===== config.mk =====
export PLATFORM = sky130hd
export DESIGN_NAME = i2s_sample_sequencer
export DESIGN_NICKNAME = d
export VERILOG_FILES = /design/src/rtl/i2s_pkg.sv /design/src/rtl/i2s_sync_fifo.sv /design/src/rtl/i2s_sample_sequencer.sv
export SDC_FILE = /design/constraint.sdc
export NUM_CORES = 1
export LEC_CHECK = 0
export CORE_ASPECT_RATIO = 0.9
export CORE_UTILIZATION = 39
export DETAILED_ROUTE_END_ITERATION = 10
export DONT_BUFFER_PORTS = 1
export PLACE_DENSITY_LB_ADDON = 0.25
export SLEW_MARGIN = 20
export SYNTH_ARGS = -nofsm -noshare
export SYNTH_HDL_FRONTEND = slang
export SYNTH_SLANG_ARGS = --single-unit

===== constraint.sdc =====
create_clock -name clk -period 3.7 [get_ports clk]
set_input_delay 0.37 -clock clk [delete_from_list [all_inputs] [get_ports clk]]
set_output_delay 0.37 -clock clk [all_outputs]
set_load 0.05 [all_outputs]

===== src/rtl/i2s_pkg.sv =====
// Shared types and constants for the I2S sample sequencer slice.
package i2s_pkg;

  typedef enum logic [1:0] {
    IDLE  = 2'd0,
    PRIME = 2'd1,
    RUN   = 2'd2
  } seq_state_t;

  localparam int I2S_DATA_WIDTH = 16;

endpackage


===== src/rtl/i2s_sync_fifo.sv =====
// Single-clock sample FIFO with a synchronous flush and an explicit occupancy counter.
module i2s_sync_fifo #(
  parameter int DATA_WIDTH = 16,
  parameter int DEPTH      = 8,
  parameter int LW         = $clog2(DEPTH) + 1
) (
  input  logic                  clk,
  input  logic                  reset_n,
  input  logic                  flush,
  input  logic                  push,
  input  logic                  pop,
  input  logic [DATA_WIDTH-1:0] wr_data,
  output logic [DATA_WIDTH-1:0] rd_data,
  output logic                  full,
  output logic                  empty,
  output logic [LW-1:0]         level
);

  localparam int AW = $clog2(DEPTH);

  logic [DATA_WIDTH-1:0] mem [DEPTH];
  logic [AW-1:0]         wr_ptr;
  logic [AW-1:0]         rd_ptr;
  logic                  push_ok;
  logic                  pop_ok;

  assign full    = (level == LW'(DEPTH));
  assign empty   = (level == '0);
  assign push_ok = push & ~full;
  assign pop_ok  = pop & ~empty;
  assign rd_data = mem[rd_ptr];

  // Storage carries no reset; discarding contents only needs the pointers cleared.
  always_ff @(posedge clk) begin
    if (push_ok && !flush) begin
      mem[wr_ptr] <= wr_data;
    end
  end

  // Pointers wrap naturally because DEPTH is a power of two.
  always_ff @(posedge clk or negedge reset_n) begin
    if (!reset_n) begin
      wr_ptr <= '0;
      rd_ptr <= '0;
      level  <= '0;
    end else if (flush) begin
      wr_ptr <= '0;
      rd_ptr <= '0;
      level  <= '0;
    end else begin
      if (push_ok) wr_ptr <= wr_ptr + AW'(1);
      if (pop_ok)  rd_ptr <= rd_ptr + AW'(1);
      case ({push_ok, pop_ok})
        2'b10:   level <= level + LW'(1);
        2'b01:   level <= level - LW'(1);
        default: level <= level;
      endcase
    end
  end

endmodule


===== src/rtl/i2s_sample_sequencer.sv =====
// Buffers producer samples and releases one per I2S frame, aligned to the LRCLK rise.
import i2s_pkg::*;

module i2s_sample_sequencer #(
  parameter int DATA_WIDTH  = I2S_DATA_WIDTH,
  parameter int FIFO_DEPTH  = 8,
  parameter int PRIME_LEVEL = 4,
  parameter int CNT_WIDTH   = 16
) (
  input  logic                           clk,
  input  logic                           reset_n,
  input  logic                           enable,
  input  logic                           clr_stats,
  input  logic [DATA_WIDTH-1:0]          s_data,
  input  logic                           s_valid,
  output logic                           s_ready,
  input  logic                           lrclk_in,
  output logic [DATA_WIDTH-1:0]          left_data,
  output logic                           data_valid,
  output logic [$clog2(FIFO_DEPTH):0]    fifo_level,
  output logic                           underrun,
  output logic [CNT_WIDTH-1:0]           underrun_cnt,
  output logic [1:0]                     state_o
);

  localparam int LW = $clog2(FIFO_DEPTH) + 1;

  seq_state_t            state;
  seq_state_t            state_nx;
  logic                  lr_s1;
  logic                  lr_s2;
  logic                  lr_s3;
  logic                  frame_stb;
  logic                  fifo_push;
  logic                  fifo_pop;
  logic                  fifo_flush;
  logic                  fifo_full;
  logic                  fifo_empty;
  logic [DATA_WIDTH-1:0] fifo_rd;
  logic [LW-1:0]         level;
  logic                  primed;
  logic                  underrun_evt;
  logic                  clear_out;

  // lrclk_in comes from the BCLK domain: two flops to synchronise, a third for the edge.
  always_ff @(posedge clk or negedge reset_n) begin
    if (!reset_n) begin
      lr_s1 <= 1'b0;
      lr_s2 <= 1'b0;
      lr_s3 <= 1'b0;
    end else begin
      lr_s1 <= lrclk_in;
      lr_s2 <= lr_s1;
      lr_s3 <= lr_s2;
    end
  end

  assign frame_stb = lr_s2 & ~lr_s3;
  assign primed    = (level >= LW'(PRIME_LEVEL));

  // Handshake: a sample transfers on a clock edge where s_valid & s_ready are both high;
  // s_ready depends only on enable and registered state, never on s_valid.
  assign s_ready   = enable & (state != IDLE) & ~fifo_full;
  assign fifo_push = s_valid & s_ready;

  i2s_sync_fifo #(
    .DATA_WIDTH (DATA_WIDTH),
    .DEPTH      (FIFO_DEPTH),
    .LW         (LW)
  ) u_fifo (
    .clk     (clk),
    .reset_n (reset_n),
    .flush   (fifo_flush),
    .push    (fifo_push),
    .pop     (fifo_pop),
    .wr_data (s_data),
    .rd_data (fifo_rd),
    .full    (fifo_full),
    .empty   (fifo_empty),
    .level   (level)
  );

  always_ff @(posedge clk or negedge reset_n) begin
    if (!reset_n) state <= IDLE;
    else          state <= state_nx;
  end

  always_comb begin
    state_nx = state;
    if (!enable) begin
      state_nx = IDLE;
    end else begin
      case (state)
        IDLE:    state_nx = PRIME;
        PRIME:   if (frame_stb && primed) state_nx = RUN;
        RUN:     if (frame_stb && fifo_empty) state_nx = PRIME;
        default: state_nx = IDLE;
      endcase
    end
  end

  // Level is judged before this cycle's push, so a fresh sample is never released at once.
  always_comb begin
    fifo_pop     = 1'b0;
    fifo_flush   = 1'b0;
    underrun_evt = 1'b0;
    clear_out    = 1'b0;
    if (!enable || state == IDLE) begin
      fifo_flush = 1'b1;
      clear_out  = 1'b1;
    end else if (frame_stb) begin
      if (state == PRIME && primed) begin
        fifo_pop = 1'b1;
      end else if (state == RUN) begin
        if (!fifo_empty) begin
          fifo_pop = 1'b1;
        end else begin
          underrun_evt = 1'b1;
          clear_out    = 1'b1;
        end
      end
    end
  end

  always_ff @(posedge clk or negedge reset_n) begin
    if (!reset_n) begin
      left_data  <= '0;
      data_valid <= 1'b0;
      underrun   <= 1'b0;
    end else begin
      underrun <= underrun_evt;
      if (clear_out) begin
        left_data  <= '0;
        data_valid <= 1'b0;
      end else if (fifo_pop) begin
        left_data  <= fifo_rd;
        data_valid <= 1'b1;
      end
    end
  end

  // A clear takes priority over a coincident underrun increment.
  always_ff @(posedge clk or negedge reset_n) begin
    if (!reset_n) begin
      underrun_cnt <= '0;
    end else if (clr_stats) begin
      underrun_cnt <= '0;
    end else if (underrun_evt && underrun_cnt != '1) begin
      underrun_cnt <= underrun_cnt + CNT_WIDTH'(1);
    end
  end

  assign fifo_level = level;
  assign state_o    = state;

endmodule

Word level (Yosys, flattened, before mapping):

Memories as Yosys holds them, arrays and structs flattened.
Index checks and enable logic that the tools add are counted.

* flip-flop bits (word level): 49
* RAM bits: 128
* input port bits: 22
* output and inout port bits: 41
* logic and storage cells: 82
* memories kept: 1

* add/subtract/negate cells: 5
* magnitude comparators: 1
* equal/unequal tests: 8
* multiplexer cells: 30
* bitwise gates (word level): 9
* reductions and logical operators: 17

Memory list
* u_fifo.mem: words 8, bits a word 16, read ports 1, clocked after memory_dff 0, write ports 1, RTL line i2s_sync_fifo.sv:21 `logic [DATA_WIDTH-1:0] mem [DEPTH];`

Operator list (count)
* $mux W16: 4
* $add A16 B1 Y16 const B: 1
* $mux W1: 16
* $ne A16 B16 Y1 const B: 1
* $mux W3: 4
* $reduce_bool A2 Y1: 5
* $pmux W4 S2: 1
* $add A3 B1 Y3 const B: 2
* $and A1 B1 Y1: 6
* $mux W2: 3
* $ne A3 B3 Y1 const B: 2
* $pmux W2 S3: 1
* $logic_and A1 B1 Y1: 5
* $add A4 B1 Y4 const B: 1
* $eq A2 B1 Y1 const B: 2
* $eq A2 B2 Y1 const B: 2
* $eq A4 B4 Y1 const B: 1
* $ge A4 B3 Y1 const B: 1
* $logic_not A4 Y1: 1
* $mux W4: 1
* $sub A4 B1 Y4 const B: 1
* $not A1 Y1: 3
* $reduce_bool A3 Y1: 1
* $logic_not A1 Y1: 2
* 3 further kinds: 3

Depth between registers and ports, before layout:

* depth after elaboration: 10
* depth in mapped cells: 11
* gate-level depth less buffers: 10

By module:

Synthesis repeated with hierarchy kept, for this count alone.

* cells, all modules: 431
* area, all modules: 7365.8 um^2

By module, submodules not included
* i2s_sync_fifo: times used 1, cells each 263, area each 5509.0 um^2, sequential area each 4093.9 um^2
* i2s_sample_sequencer: times used 1, cells each 168, area each 1856.8 um^2, sequential area each 975.9 um^2

Worst setup path before layout:

OpenSTA, ideal clock, no wires.

* path kind: register -> register
* start: register u_fifo.level[1]
* end: memory u_fifo.mem[0][0] (enable)
* library setup time: 430 ps
* data arrival time: 3091 ps
* data required time: 3270 ps
* slack: 179 ps
* stages on the path, launching flop included: 6
* path buffers: 2
* period minus slack after synthesis: 3521 ps
* cell sequence: dfrtp_1 -> buf_2 -> nor4b_2 -> or3b_1 -> buf_2 -> nor4_1

* longest elaborated chain between the ends: 8

Ends and longest elaborated chain
* start, declared: RTL line i2s_sync_fifo.sv:16 `output logic [LW-1:0] level`
* start signal, assigned: RTL line i2s_sync_fifo.sv:54 `2'b10: level <= level + LW'(1);`
* start signal, assigned: RTL line i2s_sync_fifo.sv:55 `2'b01: level <= level - LW'(1);`
* start signal, assigned: RTL line i2s_sync_fifo.sv:56 `default: level <= level;`
* $eq A4 B4 Y1 (*): RTL line i2s_sync_fifo.sv:27 `assign full = (level == LW'(DEPTH));`
* $not A1 Y1 (*): RTL line i2s_sync_fifo.sv:29, i2s_sample_sequencer.sv:63
* $and A1 B1 Y1: RTL line i2s_sample_sequencer.sv:63 `assign s_ready = enable & (state != IDLE) & ~fifo_full;`
* $and A1 B1 Y1: RTL line i2s_sample_sequencer.sv:64 `assign fifo_push = s_valid & s_ready;`
* $and A1 B1 Y1 (*): RTL line i2s_sync_fifo.sv:29 `assign push_ok = push & ~full;`
* $logic_and A1 B1 Y1 (*): RTL line i2s_sync_fifo.sv:35 `if (push_ok && !flush) begin`
* $mux W1 (*): RTL line i2s_sync_fifo.sv:35
* $mux W1 (implied by the code) (*): RTL line i2s_sync_fifo.sv:36 `mem[wr_ptr] <= wr_data;`
* end, declared: RTL line i2s_sync_fifo.sv:21

Mark *: on every way between the ends. The rest lies on a longest branch, timed or not.

Worst setup path in the final report:

* start: register u_fifo.level[3]
* end: register u_fifo.level[2]

* longest elaborated chain between the ends: 10
* elaborated cells on any way between the ends: 20
* classes of those cells: order compare (1); eq/ne (3); mux (7); bitwise (6); reduce/logical (3)

Ends and longest elaborated chain
* branches (longest 10 deep; another with $ge A4 B3 Y1)

Several ways; the timed one is not identified.
A chain may end at the register's enable or synchronous reset.

==> run metrics <==
synthesized flop and latch total 177; ys async rst share 0.277; htree depth 4; area grow syn2layout 14.0%; CORE AREA 17900 um^2; critical path fanouts, max 7; share of layout cells above drive strength 1 0.200; largest area contributor in the netlist edfxtp_1; Resize count post-CTS 0; Die Footprint 19100 um^2; initial drt markers 260; FF-to-FF path depth 9; fmax 341 MHz; Synthesis Warnings 0; Netlist cell types 48; final WL 14.5 mm; fin worst setup slack 0.770 ns; GR Util All Layers 0.168; leading cell types by count after synthesis edfxtp_1, dfrtp_1, nor2_1; Routability Congestion 0.794; largest net degree at the start of global routing 50; Pleak 2.78 nW; design area 8230 um^2; pwr/cell area 473 nW/um^2; fill count 1580; Die W 145 um; vias 3831; slew at the pin with the worst max-slew slack 0.946 ns; worst path arrival time 3.28 ns; Most used DFF post-synth edfxtp_1; min Tclk post-route 2.93 ns; CP Capture Type register; Sum Neg Setup Slack 0 ns; critical path class reg -> reg; Post-synth EDFFs 128; Post-Syn Area 7220 um^2; RSZ-0062 raised after global routing false; Worst slew margin 0.365; final core occ 0.460; launch point of the worst reg-to-reg path u_fifo.level[3]; DRC Markers 0; Initial Utilization 0.403; Synth area leaders edfxtp_1, dfrtp_1, mux4_2; Min Hold Slack 0.0419 ns; max-cap violations 0; fin crit share 0.792; Multi-input gate area 2090 um^2; register area 5070 um^2; post-route ant nets 0; Yosys top cell area share 0.532; setup slack, reg-to-reg 0.77 ns; Post-Place Setup Slack 0.814 ns; IO Pins 63; clock-pin slew on the worst setup and hold paths 0.07 ns; Die Ht 131 um; Ant. Diodes 0; root buffer cell clkbuf_16; Slew Limit Fails 0; sequential fraction of the synthesis area 0.702; post-detail-place hpwl 8.78 mm; vias in the first global route 4101; crit start category register; WL per Instance 20.3 um; Setup crit end u_fifo.level[2]; DR pass1 iterations 4; worst-skew pair later-pin latency 0.42 ns; setup violators final 0; clk sinks 177; r2r endpoint u_fifo.level[2]; post-place instance area 7630 um^2; WP data required 4.05 ns; CTS tree built; HP Class in -> reg; clock buffer count from CTS 17; final hold viol count 0; most common cell in the netlist edfxtp_1; Worst setup startpoint u_fifo.level[3]; Mapped Avg Cell Area 16.5 um^2; Max clock buf depth 2; setup repair bufs after CTS 0; worst vdd ir 361 uV; Worst Clk Skew 0.00872 ns; num rows 46; port bufs 0; hold_buf cts 4; cell count after synthesis 438; syn nets 465; vias per cell 5.35; initial antenna violation count 0; fin nets 490; status complete, no violations; first-pass GRT wire length 23.4 mm; total overflow reported by the global router 0
per-layer routing:
metal	track usage	up-vias	share of wire
met5	0	-	0
met4	0.0533	0	0.011
met3	0.0574	14	0.060
met2	0.273	92	0.47
met1	0.213	1972	0.46
li1	-	1753	-
how the worst min path moves through the flow:
stage | from | to | depth (start not counted)
6_report | s_data[11] | u_fifo.mem[7][11] | 0
5_1_grt | s_data[1] | u_fifo.mem[3][1] | 0
4_1_cts | s_data[1] | u_fifo.mem[3][1] | 0
3_5_place_dp | reset_n | u_fifo.level[0] | 0
3_3_place_gp | reset_n | u_fifo.level[0] | 0
2_1_floorplan | reset_n | data_valid | 0
registers in the layout, summed over array words and instances, names as in the netlist, 2 cells and up:
signal / flops
state_o: 2
u_fifo.rd_ptr: 3
left_data: 16
u_fifo.mem: 128
u_fifo.wr_ptr: 3
u_fifo.level: 4
underrun_cnt: 16
worst max-delay path, cell delays in order (launching register included):
cell and delay (ns):
dfrtp_1 0.75, nor4b_2 0.46, nor2b_1 0.21, nor2_1 0.22
xor2_1 0.17, ha_1 0.21, nor2_1 0.06, or3_1 0.30
a221o_1 0.34, a21oi_2 0.13
placed cells by master, fill, tap and decap left out, types with 3 or more instances in the layout:
cell type and n:
a2111oi_1 3, a211oi_1 6, a21oi_1 7, and3_1 3, buf_4 21, clkbuf_1 4, clkbuf_16 17, clkinv_2 3
dfrtp_1 47, dlygate4sd3_1 3, edfxtp_1 128, ha_1 5, mux2i_1 19, mux4_2 32, nand2_1 29, nand2b_1 6
nand3_1 9, nand4_1 4, nor2_1 34, nor3_2 4, nor4_1 6, o21ai_0 18, xnor2_1 20, xor2_1 3
where the power goes:
group,leakage [nW],internal [mW],switching [mW]
registers,1.82,2.14,0.00801
logic,0.693,0.0239,0.0467
clock network,0.264,0.934,0.736
total,2.78,3.10,0.791
cell families after synthesis:
group / share of synthesized area
AO/OA/AOI/OAI: 0.0412
XOR/XNOR: 0.0279
adder cells (fa/ha/maj): 0.00866
buffers and inverters: 0.0121
flip-flops: 0.702
multiplexers: 0.126
AND/OR/NAND/NOR: 0.0819
through the flow:
stage	cells	total power, mW
final	716	3.89
after global routing	716	4.03
after CTS	716	3.94
after detailed placement	680	2.24
after global placement	680	2.24
after floorplan	438	2.23
final cells by class:
class / instances / area share
Inverter: 2 / 0.000912
Clock inverter: 11 / 0.0129
Multi-Input combinational cell: 240 / 0.254
Timing Repair Buffer: 25 / 0.0261
Tap cell: 240 / 0.0365
Sequential cell: 177 / 0.616
Clock buffer: 21 / 0.0535
(Power assumes the default switching activity.)
